===== src/rtl/cube_net_renderer.sv =====
// rtl/cube_net_renderer.sv - Rubik cube net renderer driving a 160x120 9-bit pixel write port.
// Full redraw clears the screen then draws all six faces; partial redraw draws only the masked faces.
module cube_net_renderer #(
  parameter int          N         = 3,
  parameter int          CELL      = 8,
  parameter int          BORDER    = 1,
  parameter int          X0        = 0,
  parameter int          Y0        = 0,
  parameter logic [8:0]  HL_COLOUR = 9'b111100000
) (
  input  logic                  i_clk,
  input  logic                  i_reset,
  input  logic                  i_redraw,
  input  logic [5:0]            i_face_redraw,
  input  logic [6*N*N*3-1:0]    i_stickers,
  input  logic                  i_hl_en,
  input  logic [2:0]            i_hl_face,
  input  logic [3:0]            i_hl_idx,
  output logic [7:0]            o_x,
  output logic [6:0]            o_y,
  output logic [8:0]            o_colour,
  output logic                  o_plot,
  output logic                  o_busy,
  output logic                  o_done
);

  localparam int SBW = $clog2(6*N*N*3);
  localparam int RW  = $clog2(N);
  localparam int CW  = $clog2(CELL);
  localparam logic [RW-1:0] RC_LAST = RW'(N-1);
  localparam logic [CW-1:0] LX_LAST = CW'(CELL-1);

  typedef enum logic [1:0] {S_IDLE, S_CLEAR, S_DRAW, S_DONE} state_t;

  state_t              r_state, w_state_nx;
  logic                r_pend_full;
  logic [5:0]          r_pend_mask, r_mask;
  logic [6*N*N*3-1:0]  r_snap;
  logic                r_hl_en;
  logic [2:0]          r_hl_face;
  logic [3:0]          r_hl_idx;
  logic [7:0]          r_cx;
  logic [6:0]          r_cy;
  logic [2:0]          r_slot;
  logic [RW-1:0]       r_row, r_col;
  logic [CW-1:0]       r_ly, r_lx;

  logic [2:0]          w_face;
  logic [1:0]          w_sc, w_sr;
  logic                w_sel, w_leave, w_clear_last, w_face_last, w_draw_last;
  logic                w_border, w_hl;
  logic [SBW-1:0]      w_bit;
  logic [2:0]          w_code;
  logic [8:0]          w_fill;
  int                  w_px, w_py;
  logic [7:0]          w_x;
  logic [6:0]          w_y;
  logic [8:0]          w_colour;
  logic                w_plot, w_done;

  // Draw order U, L, F, R, B, D mapped to bus face id and net slot position.
  always_comb begin
    w_face = 3'd5; w_sc = 2'd1; w_sr = 2'd2;
    case (r_slot)
      3'd0:    begin w_face = 3'd4; w_sc = 2'd1; w_sr = 2'd0; end
      3'd1:    begin w_face = 3'd2; w_sc = 2'd0; w_sr = 2'd1; end
      3'd2:    begin w_face = 3'd0; w_sc = 2'd1; w_sr = 2'd1; end
      3'd3:    begin w_face = 3'd3; w_sc = 2'd2; w_sr = 2'd1; end
      3'd4:    begin w_face = 3'd1; w_sc = 2'd3; w_sr = 2'd1; end
      default: begin w_face = 3'd5; w_sc = 2'd1; w_sr = 2'd2; end
    endcase
  end

  assign w_sel        = r_mask[w_face];
  assign w_leave      = (r_state == S_IDLE) && (w_state_nx != S_IDLE);
  assign w_clear_last = (r_cx == 8'd159) && (r_cy == 7'd119);
  assign w_face_last  = (r_lx == LX_LAST) && (r_ly == LX_LAST) && (r_col == RC_LAST) && (r_row == RC_LAST);
  assign w_draw_last  = (r_slot == 3'd5) && (!w_sel || w_face_last);

  assign w_bit    = SBW'((int'(w_face) * N * N + int'(r_row) * N + int'(r_col)) * 3);
  assign w_code   = r_snap[w_bit +: 3];
  assign w_border = (int'(r_lx) < BORDER) || (int'(r_lx) >= CELL - BORDER) ||
                    (int'(r_ly) < BORDER) || (int'(r_ly) >= CELL - BORDER);
  // Out-of-range hl_idx/hl_face can never equal a real sticker, so no explicit range check is needed.
  assign w_hl     = r_hl_en && (r_hl_face == w_face) &&
                    (int'(r_hl_idx) == int'(r_row) * N + int'(r_col));
  assign w_px     = X0 + int'(w_sc) * N * CELL + int'(r_col) * CELL + int'(r_lx);
  assign w_py     = Y0 + int'(w_sr) * N * CELL + int'(r_row) * CELL + int'(r_ly);

  always_comb begin
    w_fill = 9'h000;
    case (w_code)
      3'd0:    w_fill = 9'h1FF;
      3'd1:    w_fill = 9'h1F8;
      3'd2:    w_fill = 9'h007;
      3'd3:    w_fill = 9'h038;
      3'd4:    w_fill = 9'h1C0;
      3'd5:    w_fill = 9'h1C7;
      default: w_fill = 9'h000;
    endcase
  end

  always_ff @(posedge i_clk) begin
    if (i_reset) r_state <= S_CLEAR;
    else         r_state <= w_state_nx;
  end

  always_comb begin
    w_state_nx = r_state;
    case (r_state)
      S_IDLE: begin
        if (r_pend_full)      w_state_nx = S_CLEAR;
        else if (|r_pend_mask) w_state_nx = S_DRAW;
      end
      S_CLEAR: if (w_clear_last) w_state_nx = S_DRAW;
      S_DRAW:  if (w_draw_last)  w_state_nx = S_DONE;
      default: w_state_nx = S_IDLE;
    endcase
  end

  always_comb begin
    o_busy   = (r_state != S_IDLE);
    w_plot   = 1'b0;
    w_done   = 1'b0;
    w_x      = 8'd0;
    w_y      = 7'd0;
    w_colour = 9'h000;
    case (r_state)
      S_CLEAR: begin
        w_plot = 1'b1;
        w_x    = r_cx;
        w_y    = r_cy;
      end
      S_DRAW: begin
        w_plot   = w_sel;
        w_x      = 8'(w_px);
        w_y      = 7'(w_py);
        w_colour = w_border ? (w_hl ? HL_COLOUR : 9'h000) : w_fill;
      end
      S_DONE:  w_done = 1'b1;
      default: w_done = 1'b0;
    endcase
  end

  always_ff @(posedge i_clk) begin
    if (i_reset) begin
      o_x <= 8'd0; o_y <= 7'd0; o_colour <= 9'h000; o_plot <= 1'b0; o_done <= 1'b0;
    end else begin
      o_x <= w_x; o_y <= w_y; o_colour <= w_colour; o_plot <= w_plot; o_done <= w_done;
    end
  end

  always_ff @(posedge i_clk) begin
    if (i_reset) begin
      r_pend_full <= 1'b0;
      r_pend_mask <= 6'h00;
      r_mask      <= 6'h3F;
      r_snap      <= i_stickers;
      r_hl_en     <= i_hl_en;
      r_hl_face   <= i_hl_face;
      r_hl_idx    <= i_hl_idx;
      r_cx <= 8'd0; r_cy <= 7'd0;
      r_slot <= 3'd0; r_row <= '0; r_col <= '0; r_ly <= '0; r_lx <= '0;
    end else begin
      // Leaving IDLE consumes every pending flag; a full redraw absorbs any partial mask.
      r_pend_full <= (r_pend_full & ~w_leave) | i_redraw;
      r_pend_mask <= (r_pend_mask & {6{~w_leave}}) | i_face_redraw;
      if (w_leave) begin
        r_mask    <= r_pend_full ? 6'h3F : r_pend_mask;
        r_snap    <= i_stickers;
        r_hl_en   <= i_hl_en;
        r_hl_face <= i_hl_face;
        r_hl_idx  <= i_hl_idx;
      end
      if (r_state == S_CLEAR) begin
        if (r_cx == 8'd159) begin
          r_cx <= 8'd0;
          r_cy <= r_cy + 7'd1;
        end else begin
          r_cx <= r_cx + 8'd1;
        end
      end else begin
        r_cx <= 8'd0; r_cy <= 7'd0;
      end
      if (r_state == S_DRAW) begin
        if (!w_sel) begin
          r_slot <= r_slot + 3'd1;
          r_row <= '0; r_col <= '0; r_ly <= '0; r_lx <= '0;
        end else if (r_lx != LX_LAST) begin
          r_lx <= r_lx + CW'(1);
        end else begin
          r_lx <= '0;
          if (r_ly != LX_LAST) begin
            r_ly <= r_ly + CW'(1);
          end else begin
            r_ly <= '0;
            if (r_col != RC_LAST) begin
              r_col <= r_col + RW'(1);
            end else begin
              r_col <= '0;
              if (r_row != RC_LAST) begin
                r_row <= r_row + RW'(1);
              end else begin
                r_row  <= '0;
                r_slot <= r_slot + 3'd1;
              end
            end
          end
        end
      end else begin
        r_slot <= 3'd0; r_row <= '0; r_col <= '0; r_ly <= '0; r_lx <= '0;
      end
    end
  end

endmodule


===== config.mk =====
export PLATFORM = sky130hd
export DESIGN_NAME = cube_net_renderer
export DESIGN_NICKNAME = d
export VERILOG_FILES = /design/src/rtl/cube_net_renderer.sv
export SDC_FILE = /design/constraint.sdc
export NUM_CORES = 1
export LEC_CHECK = 0
export BUFFER_PORTS_ARGS = -buffer_cell sky130_fd_sc_hd__buf_2
export CORE_MARGIN = 2
export CORE_UTILIZATION = 60
export DETAILED_ROUTE_END_ITERATION = 10
export MAX_ROUTING_LAYER = met4
export PLACE_DENSITY_LB_ADDON = 0.3
export RECOVER_POWER = 50
export SLEW_MARGIN = 5
export SYNTH_ARGS = -nofsm -noshare
export SYNTH_HDL_FRONTEND = slang
export SYNTH_SLANG_ARGS = --single-unit
export TNS_END_PERCENT = 1

===== constraint.sdc =====
create_clock -name i_clk -period 17.2 [get_ports i_clk]
set_input_delay 0.86 -clock i_clk [delete_from_list [all_inputs] [get_ports i_clk]]
set_output_delay 0.86 -clock i_clk [all_outputs]
set_load 0.02 [all_outputs]

==> report_table.html, run 1 <==
<table>
<tr><th>Metric</th><th>Value</th></tr>
<tr><th colspan="2">Outcome</th></tr>
<tr><td>Run status</td><td>completed</td></tr>
<tr><th colspan="2">Placed design</th></tr>
<tr><td>Weighted congestion reported at the end of routability-driven placement</td><td>0.870</td></tr>
<tr><td>Pre-CTS worst setup slack</td><td>9.55 ns</td></tr>
<tr><td>Instance count after placement with tap cells included</td><td>1356</td></tr>
<tr><td>Half-perimeter wire length of the detailed placement result</td><td>21100 um</td></tr>
<tr><td>Count of port buffers added during placement</td><td>205</td></tr>
<tr><th colspan="2">STA</th></tr>
<tr><td>Tightest Pin Transition</td><td>1.31 ns</td></tr>
<tr><td>Final hold vios</td><td>0</td></tr>
<tr><td>Final Worst Setup Slack</td><td>9.39 ns</td></tr>
<tr><td>Final setup violation count</td><td>0</td></tr>
<tr><td>Pins over their slew limit</td><td>0</td></tr>
<tr><td>Setup repair after global routing missed its margin</td><td>false</td></tr>
<tr><td>Max frequency</td><td>0.128 GHz</td></tr>
<tr><td>Fin Clk Skew</td><td>0.0106 ns</td></tr>
<tr><td>Setup tns final</td><td>0 ns</td></tr>
<tr><td>Final worst-path cycle share</td><td>45.4%</td></tr>
<tr><td>Minimum period implied by the final worst setup slack</td><td>7.81 ns</td></tr>
<tr><td>Worst slew slack as a fraction of its limit</td><td>12.5%</td></tr>
<tr><th colspan="2">Clock network</th></tr>
<tr><td>Clock sinks</td><td>234</td></tr>
<tr><td>Clock root cell</td><td>sky130_fd_sc_hd__clkbuf_16</td></tr>
<tr><td>Clock input transition at the sequential cells of the worst setup and hold paths</td><td>0.06 ns</td></tr>
<tr><td>Number of buffers between clock root and the deepest sink</td><td>3</td></tr>
<tr><td>PostCTS Resize Cnt</td><td>0</td></tr>
<tr><td>Number of buffers inserted to repair setup after CTS</td><td>0</td></tr>
<tr><td>Clock buffers created by TritonCTS</td><td>25</td></tr>
<tr><td>Clock latency on the worst-skew pair</td><td>0.53 ns</td></tr>
<tr><td>CTS H-Tree Depth</td><td>1</td></tr>
<tr><td>CTS tree</td><td>done</td></tr>
<tr><td>Number of hold buffers added after CTS</td><td>0</td></tr>
<tr><th colspan="2">Critical path</th></tr>
<tr><td>Classification of the worst setup path</td><td>reg2reg</td></tr>
<tr><td>Data required time at the worst endpoint</td><td>17.66 ns</td></tr>
<tr><td>Source of the worst register-to-register timing path</td><td>r_slot[2]$_SDFFE_PP0P_</td></tr>
<tr><td>Last element of the critical path</td><td>o_colour[2]$_SDFF_PP0_</td></tr>
<tr><td>Reg-to-reg setup timing slack</td><td>9.39 ns</td></tr>
<tr><td>Register-to-Register Path Depth</td><td>25</td></tr>
<tr><td>Startpoint Class</td><td>flip-flop</td></tr>
<tr><td>FF-to-FF End</td><td>o_colour[2]$_SDFF_PP0_</td></tr>
<tr><td>Element type at the critical path end</td><td>flip-flop</td></tr>
<tr><td>Launch point of the worst path</td><td>r_slot[2]$_SDFFE_PP0P_</td></tr>
<tr><td>Largest fanout on the critical path</td><td>33</td></tr>
<tr><td>Arrival time reported for the critical path endpoint</td><td>8.27 ns</td></tr>
<tr><th colspan="2">Layout</th></tr>
<tr><td>Area growth from synthesis to layout</td><td>14.4%</td></tr>
<tr><td>Leading cell types in the layout, fill and taps excluded</td><td>sky130_fd_sc_hd__edfxtp_1, sky130_fd_sc_hd__buf_2, sky130_fd_sc_hd__mux4_2</td></tr>
<tr><td>Nets@finish</td><td>1341</td></tr>
<tr><td>Most frequent standard cell in the layout excluding fill and tap cells</td><td>sky130_fd_sc_hd__edfxtp_1</td></tr>
<tr><td>Number of diodes added for antenna fixing</td><td>0</td></tr>
<tr><td>Filler instances</td><td>1535</td></tr>
<tr><td>Ratio of cells with drive above 1 in the final layout</td><td>29.8%</td></tr>
<tr><td>Fin cells</td><td>1400</td></tr>
<tr><th colspan="2">Synthesis</th></tr>
<tr><td>Post-synth design cell area</td><td>13200 um^2</td></tr>
<tr><td>Cell types occupying the most area after synthesis</td><td>sky130_fd_sc_hd__edfxtp_1, sky130_fd_sc_hd__mux4_2, sky130_fd_sc_hd__dfxtp_1</td></tr>
<tr><td>Number of synthesized flops with an enable pin</td><td>170</td></tr>
<tr><td>Top cell type's share of synthesized area</td><td>38.6%</td></tr>
<tr><td>Post-synthesis cell count</td><td>926</td></tr>
<tr><td>Number of library cell types mapped by synthesis</td><td>61</td></tr>
<tr><td>Synthesized area per cell</td><td>14.3 um^2</td></tr>
<tr><td>Most used flip-flop cell after synthesis</td><td>sky130_fd_sc_hd__edfxtp_1</td></tr>
<tr><td>Register bit total from synthesis</td><td>234</td></tr>
<tr><td>Synthesized netlist net count</td><td>1164</td></tr>
<tr><td>Library cell occupying the most area in the post-synthesis netlist</td><td>sky130_fd_sc_hd__edfxtp_1</td></tr>
<tr><td>Proportion of synthesized chip area in sequential cells</td><td>48.3%</td></tr>
<tr><td>Yosys warning total</td><td>0</td></tr>
<tr><td>Fraction of registers with async set or reset after synthesis</td><td>0%</td></tr>
<tr><th colspan="2">Route</th></tr>
<tr><td>Number of iterations in the first detailed-routing pass</td><td>5</td></tr>
<tr><td>Initial detailed-routing violation count</td><td>780</td></tr>
<tr><td>Average detailed-routed wire length per instance</td><td>21.0 um</td></tr>
<tr><td>Vias after detailed routing</td><td>8925</td></tr>
<tr><td>Drt drc</td><td>0</td></tr>
<tr><td>Number of nets still failing antenna checks after routing</td><td>0</td></tr>
<tr><td>Via density</td><td>6.38</td></tr>
<tr><td>Total wire length</td><td>29400 um</td></tr>
<tr><th colspan="2">Floorplanning</th></tr>
<tr><td>Placeable core region</td><td>21800 um^2</td></tr>
<tr><td>Number of placement rows</td><td>54</td></tr>
<tr><td>Number of placed I/O pins</td><td>206</td></tr>
<tr><td>Die area</td><td>23200 um^2</td></tr>
<tr><td>Chip height</td><td>152 um</td></tr>
<tr><td>Starting Density</td><td>60.8%</td></tr>
<tr><td>Overall die width</td><td>152 um</td></tr>
<tr><th colspan="2">Flow run</th></tr>
<tr><td>Number of maximum-capacitance constraint violations</td><td>0</td></tr>
<tr><th colspan="2">GRT</th></tr>
<tr><td>Overall track demand over capacity in global routing</td><td>26.2%</td></tr>
<tr><td>Largest net degree at the start of global routing</td><td>84</td></tr>
<tr><td>Sum of overflow across all layers after global routing</td><td>0</td></tr>
<tr><td>Wire length of the first global-routing pass</td><td>47200 um</td></tr>
<tr><td>Vias in the first global route</td><td>8774</td></tr>
<tr><td>Initial antenna violation count</td><td>0</td></tr>
<tr><th colspan="2">Worst hold path</th></tr>
<tr><td>HP Class</td><td>reg2reg</td></tr>
<tr><td>Cells on Worst Hold Path</td><td>1</td></tr>
<tr><th colspan="2">Power</th></tr>
<tr><td>Static leakage power</td><td>5.69 nW</td></tr>
<tr><td>Switch share</td><td>27.3%</td></tr>
<tr><td>Gate power share</td><td>18.8%</td></tr>
<tr><td>Share of total power in sequential cells</td><td>48.3%</td></tr>
<tr><td>Pwr Density</td><td>111 nW/um^2</td></tr>
<tr><td>Power, Total</td><td>0.00168 W</td></tr>
<tr><td>P_sw</td><td>0.000459 W</td></tr>
<tr><td>Maximum vdd ir drop</td><td>0.0956 mV</td></tr>
<tr><td>Clock network fraction of total power</td><td>32.9%</td></tr>
<tr><td>Cell-internal power</td><td>0.00122 W</td></tr>
</table>
## sequential cells by signal, indices dropped and copies added, names as in the netlist, 4 cells and up
signal / flops
o_y: 7
r_cy: 7
r_pend_mask: 6
o_x: 8
o_colour: 4
r_cx: 8
r_mask: 6
r_snap: 162
r_hl_idx: 4
## power groups by stage
| stage | clock, W | sequential (W) | combinational, W |
|---|---|---|---|
| after global placement | 0 | 0.000815 | 0.000311 |
| after detailed placement | 0 | 0.000820 | 0.000314 |
| after CTS | 0.000564 | 0.000811 | 0.000316 |
| after floorplan | 0 | 0.000787 | 0.000238 |
| final | 0.000554 | 0.000814 | 0.000316 |
| after global routing | 0.000584 | 0.000823 | 0.000343 |
## kinds of logic after synthesis
logic type	share of synthesized area, %
adders and majority gates	6.09
and+or+nand+nor	7.05
AOI/OAI and AO/OA	7.62
buffers and inverters	4.00
muxes	24.4
DFF	48.3
xor gates and xnor gates	2.52
## cells in the mapped netlist (10+ instances only)
cell	count
sky130_fd_sc_hd__a21oi_1	39
sky130_fd_sc_hd__a22oi_1	41
sky130_fd_sc_hd__buf_2	17
sky130_fd_sc_hd__buf_4	13
sky130_fd_sc_hd__clkbuf_1	24
sky130_fd_sc_hd__dfxtp_1	64
sky130_fd_sc_hd__edfxtp_1	170
sky130_fd_sc_hd__ha_1	50
sky130_fd_sc_hd__inv_1	38
sky130_fd_sc_hd__mux2i_1	21
sky130_fd_sc_hd__mux4_1	21
sky130_fd_sc_hd__mux4_2	108
sky130_fd_sc_hd__nand2_1	25
sky130_fd_sc_hd__nand2b_1	17
sky130_fd_sc_hd__nand4_1	11
sky130_fd_sc_hd__nor2_1	68
sky130_fd_sc_hd__nor2b_1	10
sky130_fd_sc_hd__nor3_1	22
sky130_fd_sc_hd__o21ai_0	15
sky130_fd_sc_hd__xnor2_1	23
sky130_fd_sc_hd__xor2_1	15
## through the flow
step / utilization (%) / area (um^2) / hold WS [ns]
after global routing: 69.5 / 15100 / 0.482
after detailed placement: 65.8 / 14300 / 0.443
final: 69.5 / 15100 / 0.452
after CTS: 69.8 / 15200 / 0.457
after floorplan: - / 13200 / 0.425
after global placement: 65.8 / 14300 / 0.437
## worst min path at each step
stage	from	endpoint	slack (ns)
after CTS	r_cx[0]$_SDFF_PP0_	r_cx[0]$_SDFF_PP0_	0.46
after global placement	r_cx[0]$_SDFF_PP0_	r_cx[0]$_SDFF_PP0_	0.44
final	r_cx[0]$_SDFF_PP0_	r_cx[0]$_SDFF_PP0_	0.45
after floorplan	r_cx[0]$_SDFF_PP0_	r_cx[0]$_SDFF_PP0_	0.43
after detailed placement	r_cx[0]$_SDFF_PP0_	r_cx[0]$_SDFF_PP0_	0.44
after global routing	i_stickers[46]	r_snap[46]$_DFFE_PP_	0.48
## area by class of cell
type / instances / area, um^2 / share of cell area, %
clock inverters: 14 / 160 / 1.06
clock buffers: 30 / 706 / 4.66
multi-input cells: 589 / 6340 / 41.9
repair buffers: 215 / 1050 / 6.93
flip-flops and latches: 234 / 6390 / 42.2
well taps: 280 / 350 / 2.32
inverters: 38 / 143 / 0.943
## layer usage
layer	GRT usage, %	part of all wire [%]
met5	-	0
met4	7.41	2.8
met1	37.5	42
met3	4.69	8.7
met2	39.4	47
## worst max-delay path, stage by stage (launching register included)
cell,delay (ns)
sky130_fd_sc_hd__dfxtp_1,0.59
sky130_fd_sc_hd__inv_1,0.20
sky130_fd_sc_hd__ha_1,0.35
sky130_fd_sc_hd__o21ai_0,0.12
sky130_fd_sc_hd__a21oi_1,0.12
sky130_fd_sc_hd__nor2_1,0.51
sky130_fd_sc_hd__ha_1,0.36
sky130_fd_sc_hd__xnor2_1,0.15
sky130_fd_sc_hd__fa_1,0.51
sky130_fd_sc_hd__ha_1,0.19
sky130_fd_sc_hd__inv_1,0.07
sky130_fd_sc_hd__fa_1,0.48
sky130_fd_sc_hd__inv_1,0.06
sky130_fd_sc_hd__ha_1,0.27
sky130_fd_sc_hd__ha_1,0.16
sky130_fd_sc_hd__inv_1,0.06
sky130_fd_sc_hd__fa_1,0.47
sky130_fd_sc_hd__buf_4,0.40
sky130_fd_sc_hd__nor2b_1,1.05
sky130_fd_sc_hd__a22oi_1,0.22
sky130_fd_sc_hd__a21oi_1,0.22
sky130_fd_sc_hd__nor2_1,0.07
sky130_fd_sc_hd__a2111o_1,0.41
sky130_fd_sc_hd__o21a_1,0.15
sky130_fd_sc_hd__or4b_1,0.46
sky130_fd_sc_hd__o21ai_1,0.08
(Power assumes the default switching activity.)
==> run 2, diff against run 1 <==
--- a/config.mk
+++ b/config.mk
@@ -7,7 +7,7 @@
 export LEC_CHECK = 0
 export BUFFER_PORTS_ARGS = -buffer_cell sky130_fd_sc_hd__buf_2
 export CORE_MARGIN = 2
-export CORE_UTILIZATION = 60
+export CORE_UTILIZATION = 52
 export DETAILED_ROUTE_END_ITERATION = 10
 export MAX_ROUTING_LAYER = met4
 export PLACE_DENSITY_LB_ADDON = 0.3
==> constraint.sdc (replaced) <==
create_clock -name i_clk -period 7.02 [get_ports i_clk]
set_input_delay 0.351 -clock i_clk [delete_from_list [all_inputs] [get_ports i_clk]]
set_output_delay 0.351 -clock i_clk [all_outputs]
set_load 0.02 [all_outputs]
==> report_table.html, run 2 (same netlist as run 1, synthesis figures left out) <==
<table>
<tr><th>Metric</th><th>Value</th></tr>
<tr><th colspan="2">Outcome</th></tr>
<tr><td>Run status</td><td>completed</td></tr>
<tr><th colspan="2">Critical path</th></tr>
<tr><td>Slowest Stage Delay on Critical Path</td><td>0.69 ns (-0.36 ns)</td></tr>
<tr><td>FF-to-FF End</td><td>o_colour[5]$_SDFF_PP0_</td></tr>
<tr><td>Source of the worst register-to-register timing path</td><td>r_slot[0]$_SDFFE_PP0P_</td></tr>
<tr><td>Reg-to-reg setup timing slack</td><td>0.44 ns (-8.95 ns)</td></tr>
<tr><td>Highest-delay cell along the critical path</td><td>sky130_fd_sc_hd__fa_1</td></tr>
<tr><td>Arrival time reported for the critical path endpoint</td><td>7.01 ns (-1.26 ns)</td></tr>
<tr><td>Largest fanout on the critical path</td><td>16 (-52%)</td></tr>
<tr><td>Register-to-Register Path Depth</td><td>26 (+4.0%)</td></tr>
<tr><td>Data required time at the worst endpoint</td><td>7.45 ns (-10.21 ns)</td></tr>
<tr><td>Cell with the most instances on the worst path</td><td>sky130_fd_sc_hd__ha_1</td></tr>
<tr><td>Element type at the critical path end</td><td>flip-flop</td></tr>
<tr><td>Startpoint Class</td><td>flip-flop</td></tr>
<tr><td>Classification of the worst setup path</td><td>reg2reg</td></tr>
<tr><th colspan="2">Route</th></tr>
<tr><td>Drt drc</td><td>0 (unchanged)</td></tr>
<tr><td>Via density</td><td>5.97 (-6.3%)</td></tr>
<tr><td>Number of iterations in the first detailed-routing pass</td><td>5 (unchanged)</td></tr>
<tr><td>Total wire length</td><td>35000 um (+19%)</td></tr>
<tr><td>Top sig layer</td><td>met4</td></tr>
<tr><td>Number of nets still failing antenna checks after routing</td><td>0 (unchanged)</td></tr>
<tr><td>Met3 Wirelength</td><td>2400 um (-6.4%)</td></tr>
<tr><td>Routed length on met2</td><td>17900 um (+30%)</td></tr>
<tr><td>Initial detailed-routing violation count</td><td>797 (+2.2%)</td></tr>
<tr><td>Average detailed-routed wire length per instance</td><td>21.5 um (+2.5%)</td></tr>
<tr><td>Vias after detailed routing</td><td>9703 (+8.7%)</td></tr>
<tr><td>Metal1 wirelength</td><td>13500 um (+9.9%)</td></tr>
<tr><th colspan="2">GRT</th></tr>
<tr><td>Wire length of the first global-routing pass</td><td>53400 um (+13%)</td></tr>
<tr><td>Vias in the first global route</td><td>9655 (+10%)</td></tr>
<tr><td>Largest net degree at the start of global routing</td><td>137 (+63%)</td></tr>
<tr><td>Overall track demand over capacity in global routing</td><td>26.9% (+0.69 points)</td></tr>
<tr><td>Sum of overflow across all layers after global routing</td><td>0 (unchanged)</td></tr>
<tr><td>Initial antenna violation count</td><td>3 (+3)</td></tr>
<tr><th colspan="2">Layout</th></tr>
<tr><td>Area growth from synthesis to layout</td><td>27.5%</td></tr>
<tr><td>Most frequent standard cell in the layout excluding fill and tap cells</td><td>sky130_fd_sc_hd__edfxtp_1</td></tr>
<tr><td>Registers with the highest flip-flop counts</td><td>r_snap (162), o_x (8), r_cx (8)</td></tr>
<tr><td>Final design instance area without fill</td><td>16900 um^2 (+11%)</td></tr>
<tr><td>Nets@finish</td><td>1511 (+13%)</td></tr>
<tr><td>Number of flip-flops under the largest register name</td><td>162 (unchanged)</td></tr>
<tr><td>Ratio of cells with drive above 1 in the final layout</td><td>26.0% (-3.8 points)</td></tr>
<tr><td>Register with the most flip-flops</td><td>r_snap</td></tr>
<tr><td>Leading cell types in the layout, fill and taps excluded</td><td>sky130_fd_sc_hd__edfxtp_1, sky130_fd_sc_hd__dlygate4sd3_1, sky130_fd_sc_hd__buf_2</td></tr>
<tr><th colspan="2">Floorplanning</th></tr>
<tr><td>Number of placed I/O pins</td><td>206 (unchanged)</td></tr>
<tr><td>Chip height</td><td>163 um (+7.2%)</td></tr>
<tr><td>Overall die width</td><td>163 um (+7.2%)</td></tr>
<tr><td>Starting Density</td><td>52.8% (-8.0 points)</td></tr>
<tr><td>Placeable core region</td><td>25000 um^2 (+15%)</td></tr>
<tr><td>Die area</td><td>26700 um^2 (+15%)</td></tr>
<tr><td>Number of placement rows</td><td>58 (+7.4%)</td></tr>
<tr><th colspan="2">Placed design</th></tr>
<tr><td>Placement Cell Area</td><td>14500 um^2 (+1.6%)</td></tr>
<tr><td>Count of port buffers added during placement</td><td>205 (unchanged)</td></tr>
<tr><td>Weighted congestion reported at the end of routability-driven placement</td><td>0.900 (+3.4%)</td></tr>
<tr><td>Half-perimeter wire length of the detailed placement result</td><td>21700 um (+3.2%)</td></tr>
<tr><th colspan="2">Clock network</th></tr>
<tr><td>Clock buffers created by TritonCTS</td><td>25 (unchanged)</td></tr>
<tr><td>CTS H-Tree Depth</td><td>1 (unchanged)</td></tr>
<tr><td>Number of buffers between clock root and the deepest sink</td><td>3 (unchanged)</td></tr>
<tr><td>Clock root cell</td><td>sky130_fd_sc_hd__clkbuf_16</td></tr>
<tr><td>Clock input transition at the sequential cells of the worst setup and hold paths</td><td>0.06 ns (about the same)</td></tr>
<tr><td>Clock sinks</td><td>234 (unchanged)</td></tr>
<tr><td>Clock latency on the worst-skew pair</td><td>0.54 ns (about the same)</td></tr>
<tr><td>CTS tree</td><td>done</td></tr>
<tr><th colspan="2">STA</th></tr>
<tr><td>Minimum period implied by the final worst setup slack</td><td>6.58 ns (-1.23 ns)</td></tr>
<tr><td>Fin Clk Skew</td><td>0.0206 ns (+0.00991 ns)</td></tr>
<tr><td>Worst slew slack as a fraction of its limit</td><td>36.1% (+24 points)</td></tr>
<tr><td>Setup repair after global routing missed its margin</td><td>false</td></tr>
<tr><td>Tightest Pin Transition</td><td>0.950 ns (-0.359 ns)</td></tr>
<tr><td>Final setup violation count</td><td>0 (unchanged)</td></tr>
<tr><td>Max frequency</td><td>0.152 GHz (+19%)</td></tr>
<tr><td>Pins over their slew limit</td><td>0 (unchanged)</td></tr>
<tr><td>Setup tns final</td><td>0 ns (unchanged)</td></tr>
<tr><td>Final worst-path cycle share</td><td>93.8% (+48 points)</td></tr>
<tr><td>Final hold vios</td><td>0 (unchanged)</td></tr>
<tr><th colspan="2">Power</th></tr>
<tr><td>Pwr Density</td><td>250 nW/um^2 (+120%)</td></tr>
<tr><td>Static leakage power</td><td>6.37 nW (+12%)</td></tr>
<tr><td>Maximum vdd ir drop</td><td>0.223 mV (+130%)</td></tr>
<tr><th colspan="2">Worst hold path</th></tr>
<tr><td>Cells on Worst Hold Path</td><td>1 (unchanged)</td></tr>
<tr><td>HP Class</td><td>in2reg</td></tr>
<tr><td>Launch point of the worst hold path</td><td>i_hl_idx[1]</td></tr>
<tr><td>Terminating pin of the worst hold path</td><td>r_hl_idx[1]$_DFFE_PP_</td></tr>
<tr><th colspan="2">Flow run</th></tr>
<tr><td>Number of maximum-capacitance constraint violations</td><td>0 (unchanged)</td></tr>
</table>
==> run 2: worst max path at each step <==
| stage | slack [ns] | from | endpoint | depth (start not counted) |
|---|---|---|---|---|
| 6_report | 0.44 | r_slot[0]$_SDFFE_PP0P_ | o_colour[5]$_SDFF_PP0_ | 26 |
| 5_1_grt | 0.07 | r_slot[1]$_SDFFE_PP0P_ | o_colour[2]$_SDFF_PP0_ | 26 |
| 4_1_cts | 0.34 | r_slot[0]$_SDFFE_PP0P_ | o_colour[5]$_SDFF_PP0_ | 26 |
| 3_5_place_dp | 0.35 | r_slot[0]$_SDFFE_PP0P_ | o_colour[5]$_SDFF_PP0_ | 26 |
| 3_3_place_gp | 0.52 | r_slot[0]$_SDFFE_PP0P_ | o_colour[5]$_SDFF_PP0_ | 26 |
| 2_1_floorplan | 0.46 | r_slot[0]$_SDFFE_PP0P_ | o_colour[2]$_SDFF_PP0_ | 25 |
==> run 2: area by class of cell <==
cell class	instances	area, um^2
flip-flops and latches	234	6390
clock buffers	28	678
multi-input cells	589	6350
clock inverters	18	169
fillers	1837	8190
repair buffers	385	2710
diodes	3	7.51
well taps	330	413
inverters	38	143
==> run 2: stage by stage <==
step / util (%) / std cells / total power (W) / hold WS, ns / setup WS, ns
after floorplan: - / 926 / 0.00251 / 0.425 / 0.461
after CTS: 67.5 / 1620 / 0.00419 / 0.000810 / 0.338
after global placement: 58.1 / 1423 / 0.00277 / 0.438 / 0.518
final: 67.3 / 1625 / 0.00421 / 0.0129 / 0.438
after detailed placement: 58.1 / 1423 / 0.00279 / 0.448 / 0.351
after global routing: 67.3 / 1625 / 0.00437 / 0.00224 / 0.0719
==> run 2: timing repair <==
action | in CTS | in global routing
resized for setup | 0 | 3
buffers inserted | 0 | 0
setup endpoints to repair | 0 | 3
hold endpoints to repair | 151 | 2
hold buffers | 151 | 2
==> run 2: where the power goes <==
group          total (W)  switching [W]  internal [W]
registers        0.00199       0.000205       0.00179
logic           0.000868       0.000421      0.000447
clock network    0.00135       0.000575      0.000777
total            0.00421        0.00120       0.00301
==> run 2: metal layers <==
metal	vias to the layer above	GRT usage [%]
li1	4380	-
met1	4772	33.7
met2	469	45.1
met3	82	3.71
met4	0	9.69
met5	-	-
==> run 2: worst max-delay path: cells and delay by family, from the launching register on <==
| family | cells | cell delay, ns |
|---|---|---|
| adder cells (fa/ha/maj) | 9 | 3.17 |
| flip-flops | 1 | 0.41 |
| multiplexers | 2 | 0.77 |
| XOR/XNOR | 1 | 0.15 |
| AND/OR/NAND/NOR | 2 | 0.18 |
| AO/OA/AOI/OAI | 8 | 1.31 |
| buffers and inverters | 4 | 0.48 |
==> run 3, diff against run 2 <==
--- a/config.mk
+++ b/config.mk
@@ -11,7 +11,7 @@
 export DETAILED_ROUTE_END_ITERATION = 10
 export MAX_ROUTING_LAYER = met4
 export PLACE_DENSITY_LB_ADDON = 0.3
-export RECOVER_POWER = 50
+export SKIP_CTS_REPAIR_TIMING = 1
 export SLEW_MARGIN = 5
 export SYNTH_ARGS = -nofsm -noshare
 export SYNTH_HDL_FRONTEND = slang
==> report_table.html, run 3 (same netlist as run 1, synthesis figures left out) <==
<table>
<tr><th>Metric</th><th>Value</th></tr>
<tr><th colspan="2">Outcome</th></tr>
<tr><td>Run status</td><td>finished, violations left</td></tr>
<tr><td>Violations in the final reports</td><td>hold timing</td></tr>
<tr><th colspan="2">Route</th></tr>
<tr><td>Number of iterations in the first detailed-routing pass</td><td>8 (+3)</td></tr>
<tr><td>Number of nets still failing antenna checks after routing</td><td>0 (unchanged)</td></tr>
<tr><td>Vias after detailed routing</td><td>9696 (-0.072%)</td></tr>
<tr><td>Average detailed-routed wire length per instance</td><td>21.5 um (about the same)</td></tr>
<tr><td>Drt drc</td><td>0 (unchanged)</td></tr>
<tr><td>Via density</td><td>6.03 (+0.92%)</td></tr>
<tr><td>Initial detailed-routing violation count</td><td>909 (+14%)</td></tr>
<tr><td>Total wire length</td><td>34700 um (-0.97%)</td></tr>
<tr><th colspan="2">Critical path</th></tr>
<tr><td>Arrival time reported for the critical path endpoint</td><td>7.08 ns (+0.07 ns)</td></tr>
<tr><td>Startpoint Class</td><td>flip-flop</td></tr>
<tr><td>Largest fanout on the critical path</td><td>16 (unchanged)</td></tr>
<tr><td>Element type at the critical path end</td><td>flip-flop</td></tr>
<tr><td>Combined buffer and inverter count along the critical path</td><td>4 (unchanged)</td></tr>
<tr><td>Top Family by Delay on Critical Path</td><td>adder cells</td></tr>
<tr><td>Highest-delay cell along the critical path</td><td>sky130_fd_sc_hd__fa_1</td></tr>
<tr><td>Slowest Stage Delay on Critical Path</td><td>0.70 ns (about the same)</td></tr>
<tr><td>Data required time at the worst endpoint</td><td>7.45 ns (about the same)</td></tr>
<tr><td>Cell with the most instances on the worst path</td><td>sky130_fd_sc_hd__ha_1</td></tr>
<tr><td>Reg-to-reg setup timing slack</td><td>0.37 ns (-0.07 ns)</td></tr>
<tr><td>Classification of the worst setup path</td><td>reg2reg</td></tr>
<tr><th colspan="2">Layout</th></tr>
<tr><td>Number of flip-flops under the largest register name</td><td>162 (unchanged)</td></tr>
<tr><td>Area growth from synthesis to layout</td><td>26.8%</td></tr>
<tr><td>Registers with the highest flip-flop counts</td><td>r_snap (162), o_x (8), r_cx (8)</td></tr>
<tr><td>Nets@finish</td><td>1495 (-1.1%)</td></tr>
<tr><td>Leading cell types in the layout, fill and taps excluded</td><td>sky130_fd_sc_hd__buf_2, sky130_fd_sc_hd__edfxtp_1, sky130_fd_sc_hd__dlygate4sd3_1</td></tr>
<tr><td>Register with the most flip-flops</td><td>r_snap</td></tr>
<tr><td>Most frequent standard cell in the layout excluding fill and tap cells</td><td>sky130_fd_sc_hd__buf_2</td></tr>
<tr><td>Ratio of cells with drive above 1 in the final layout</td><td>31.3% (+5.3 points)</td></tr>
<tr><td>Final design instance area without fill</td><td>16800 um^2 (-0.49%)</td></tr>
<tr><th colspan="2">Floorplanning</th></tr>
<tr><td>Die area</td><td>26700 um^2 (unchanged)</td></tr>
<tr><td>Overall die width</td><td>163 um (unchanged)</td></tr>
<tr><td>Number of placement rows</td><td>58 (unchanged)</td></tr>
<tr><td>Starting Density</td><td>52.8% (unchanged)</td></tr>
<tr><td>Chip height</td><td>163 um (unchanged)</td></tr>
<tr><td>Placeable core region</td><td>25000 um^2 (unchanged)</td></tr>
<tr><td>Number of placed I/O pins</td><td>206 (unchanged)</td></tr>
<tr><th colspan="2">Flow run</th></tr>
<tr><td>Number of maximum-capacitance constraint violations</td><td>0 (unchanged)</td></tr>
<tr><th colspan="2">Clock network</th></tr>
<tr><td>CTS tree</td><td>done</td></tr>
<tr><td>Number of buffers between clock root and the deepest sink</td><td>3 (unchanged)</td></tr>
<tr><td>CTS H-Tree Depth</td><td>1 (unchanged)</td></tr>
<tr><td>Clock latency on the worst-skew pair</td><td>0.55 ns (about the same)</td></tr>
<tr><td>Clock input transition at the sequential cells of the worst setup and hold paths</td><td>0.06 ns (about the same)</td></tr>
<tr><td>Clock root cell</td><td>sky130_fd_sc_hd__clkbuf_16</td></tr>
<tr><td>Clock buffers created by TritonCTS</td><td>25 (unchanged)</td></tr>
<tr><td>Clock sinks</td><td>234 (unchanged)</td></tr>
<tr><th colspan="2">STA</th></tr>
<tr><td>Minimum period implied by the final worst setup slack</td><td>6.65 ns (+0.0705 ns)</td></tr>
<tr><td>Worst slew slack as a fraction of its limit</td><td>36.6% (+0.52 points)</td></tr>
<tr><td>Final Hold Slack</td><td>-0.00723 ns (-0.0201 ns)</td></tr>
<tr><td>Max frequency</td><td>0.150 GHz (-1.1%)</td></tr>
<tr><td>Final setup violation count</td><td>0 (unchanged)</td></tr>
<tr><td>Pins over their slew limit</td><td>0 (unchanged)</td></tr>
<tr><td>Setup tns final</td><td>0 ns (unchanged)</td></tr>
<tr><td>Fin Clk Skew</td><td>0.0292 ns (+0.00861 ns)</td></tr>
<tr><td>Tightest Pin Transition</td><td>0.951 ns (+0.00101 ns)</td></tr>
<tr><td>Setup repair after global routing missed its margin</td><td>false</td></tr>
<tr><td>Final hold vios</td><td>2 (+2)</td></tr>
<tr><td>Final worst-path cycle share</td><td>94.8% (+1.0 points)</td></tr>
<tr><th colspan="2">Power</th></tr>
<tr><td>Pwr Density</td><td>251 nW/um^2 (+0.40%)</td></tr>
<tr><td>Power, Total</td><td>0.00421 W (about the same)</td></tr>
<tr><td>Maximum vdd ir drop</td><td>0.233 mV (+4.5%)</td></tr>
<tr><td>Static leakage power</td><td>6.52 nW (+2.4%)</td></tr>
<tr><th colspan="2">Placed design</th></tr>
<tr><td>Weighted congestion reported at the end of routability-driven placement</td><td>0.900 (unchanged)</td></tr>
<tr><td>Placement Cell Area</td><td>14500 um^2 (unchanged)</td></tr>
<tr><td>Count of port buffers added during placement</td><td>205 (unchanged)</td></tr>
<tr><td>Half-perimeter wire length of the detailed placement result</td><td>21700 um (unchanged)</td></tr>
<tr><th colspan="2">GRT</th></tr>
<tr><td>Vias in the first global route</td><td>8625 (-11%)</td></tr>
<tr><td>Initial antenna violation count</td><td>2 (-1)</td></tr>
<tr><td>Wire length of the first global-routing pass</td><td>46400 um (-13%)</td></tr>
<tr><td>Sum of overflow across all layers after global routing</td><td>0 (unchanged)</td></tr>
<tr><td>Overall track demand over capacity in global routing</td><td>23.0% (-3.9 points)</td></tr>
<tr><td>Largest net degree at the start of global routing</td><td>137 (unchanged)</td></tr>
<tr><th colspan="2">Worst hold path</th></tr>
<tr><td>HP Class</td><td>in2reg</td></tr>
</table>
==> run 3: changes by cell type in the layout (fill, tap and decap cells not counted) <==
cell | before | now
sky130_fd_sc_hd__ha_2 | 2 | 1
sky130_fd_sc_hd__buf_2 | 139 | 205
sky130_fd_sc_hd__dlygate4sd3_1 | 153 | 137
sky130_fd_sc_hd__clkbuf_1 | 64 | 0
sky130_fd_sc_hd__clkbuf_2 | 2 | 0
sky130_fd_sc_hd__ha_1 | 47 | 48
==> run 3: final cells by class <==
type / instances / area [um^2]
clock buffers: 28 / 678
well taps: 330 / 413
multi-input cells: 589 / 6350
diodes: 3 / 7.51
repair buffers: 369 / 2630
flip-flops and latches: 234 / 6390
fillers: 1805 / 8270
inverters: 38 / 143
clock inverters: 18 / 169
==> run 3: through the flow <==
stage / util, % / setup WS [ns] / instances / hold WS [ns]
6_report: 67.0 / 0.368 / 1609 / -0.00723
5_1_grt: 67.0 / 0.00485 / 1608 / -0.0187
4_1_cts: 61.5 / 0.338 / 1469 / -0.0401
3_5_place_dp: 58.1 / 0.351 / 1423 / 0.448
3_3_place_gp: 58.1 / 0.518 / 1423 / 0.438
2_1_floorplan: - / 0.461 / 926 / 0.425
==> run 3: metal layers <==
metal | up-vias | GRT usage, % | wire length [um]
met2 | 476 | 36.5 | 17900
met4 | 0 | 5.66 | 896
met1 | 4806 | 31.3 | 13500
met5 | - | - | 0
li1 | 4349 | - | -
met3 | 65 | 4.09 | 2450
==> run 3: final timing paths <==
| kind | depth (start not counted) | from | to |
|---|---|---|---|
| setup / recovery | 26 | r_slot[0]$_SDFFE_PP0P_ | o_colour[5]$_SDFF_PP0_ |
| hold / removal | 1 | i_stickers[34] | r_snap[34]$_DFFE_PP_ |
| setup reg to reg | 26 | r_slot[0]$_SDFFE_PP0P_ | o_colour[5]$_SDFF_PP0_ |
| hold reg to reg | 1 | r_cx[0]$_SDFF_PP0_ | r_cx[0]$_SDFF_PP0_ |
==> run 3: where the power goes <==
| part | total [W] | switching (W) | internal [W] |
|---|---|---|---|
| Clock | 0.00136 | 0.000579 | 0.000777 |
| Combinational | 0.000865 | 0.000419 | 0.000446 |
| Sequential | 0.00199 | 0.000200 | 0.00179 |
==> run 3: worst reg2reg max path, delay by kind of cell (launching register included) <==
| family | cells | cell delay, ns |
|---|---|---|
| buffers and inverters | 4 | 0.48 |
| AOI/OAI and AO/OA | 8 | 1.30 |
| muxes | 2 | 0.77 |
| and+or+nand+nor | 2 | 0.18 |
| adders and majority gates | 9 | 3.27 |
| xor gates and xnor gates | 1 | 0.15 |
| DFF | 1 | 0.41 |
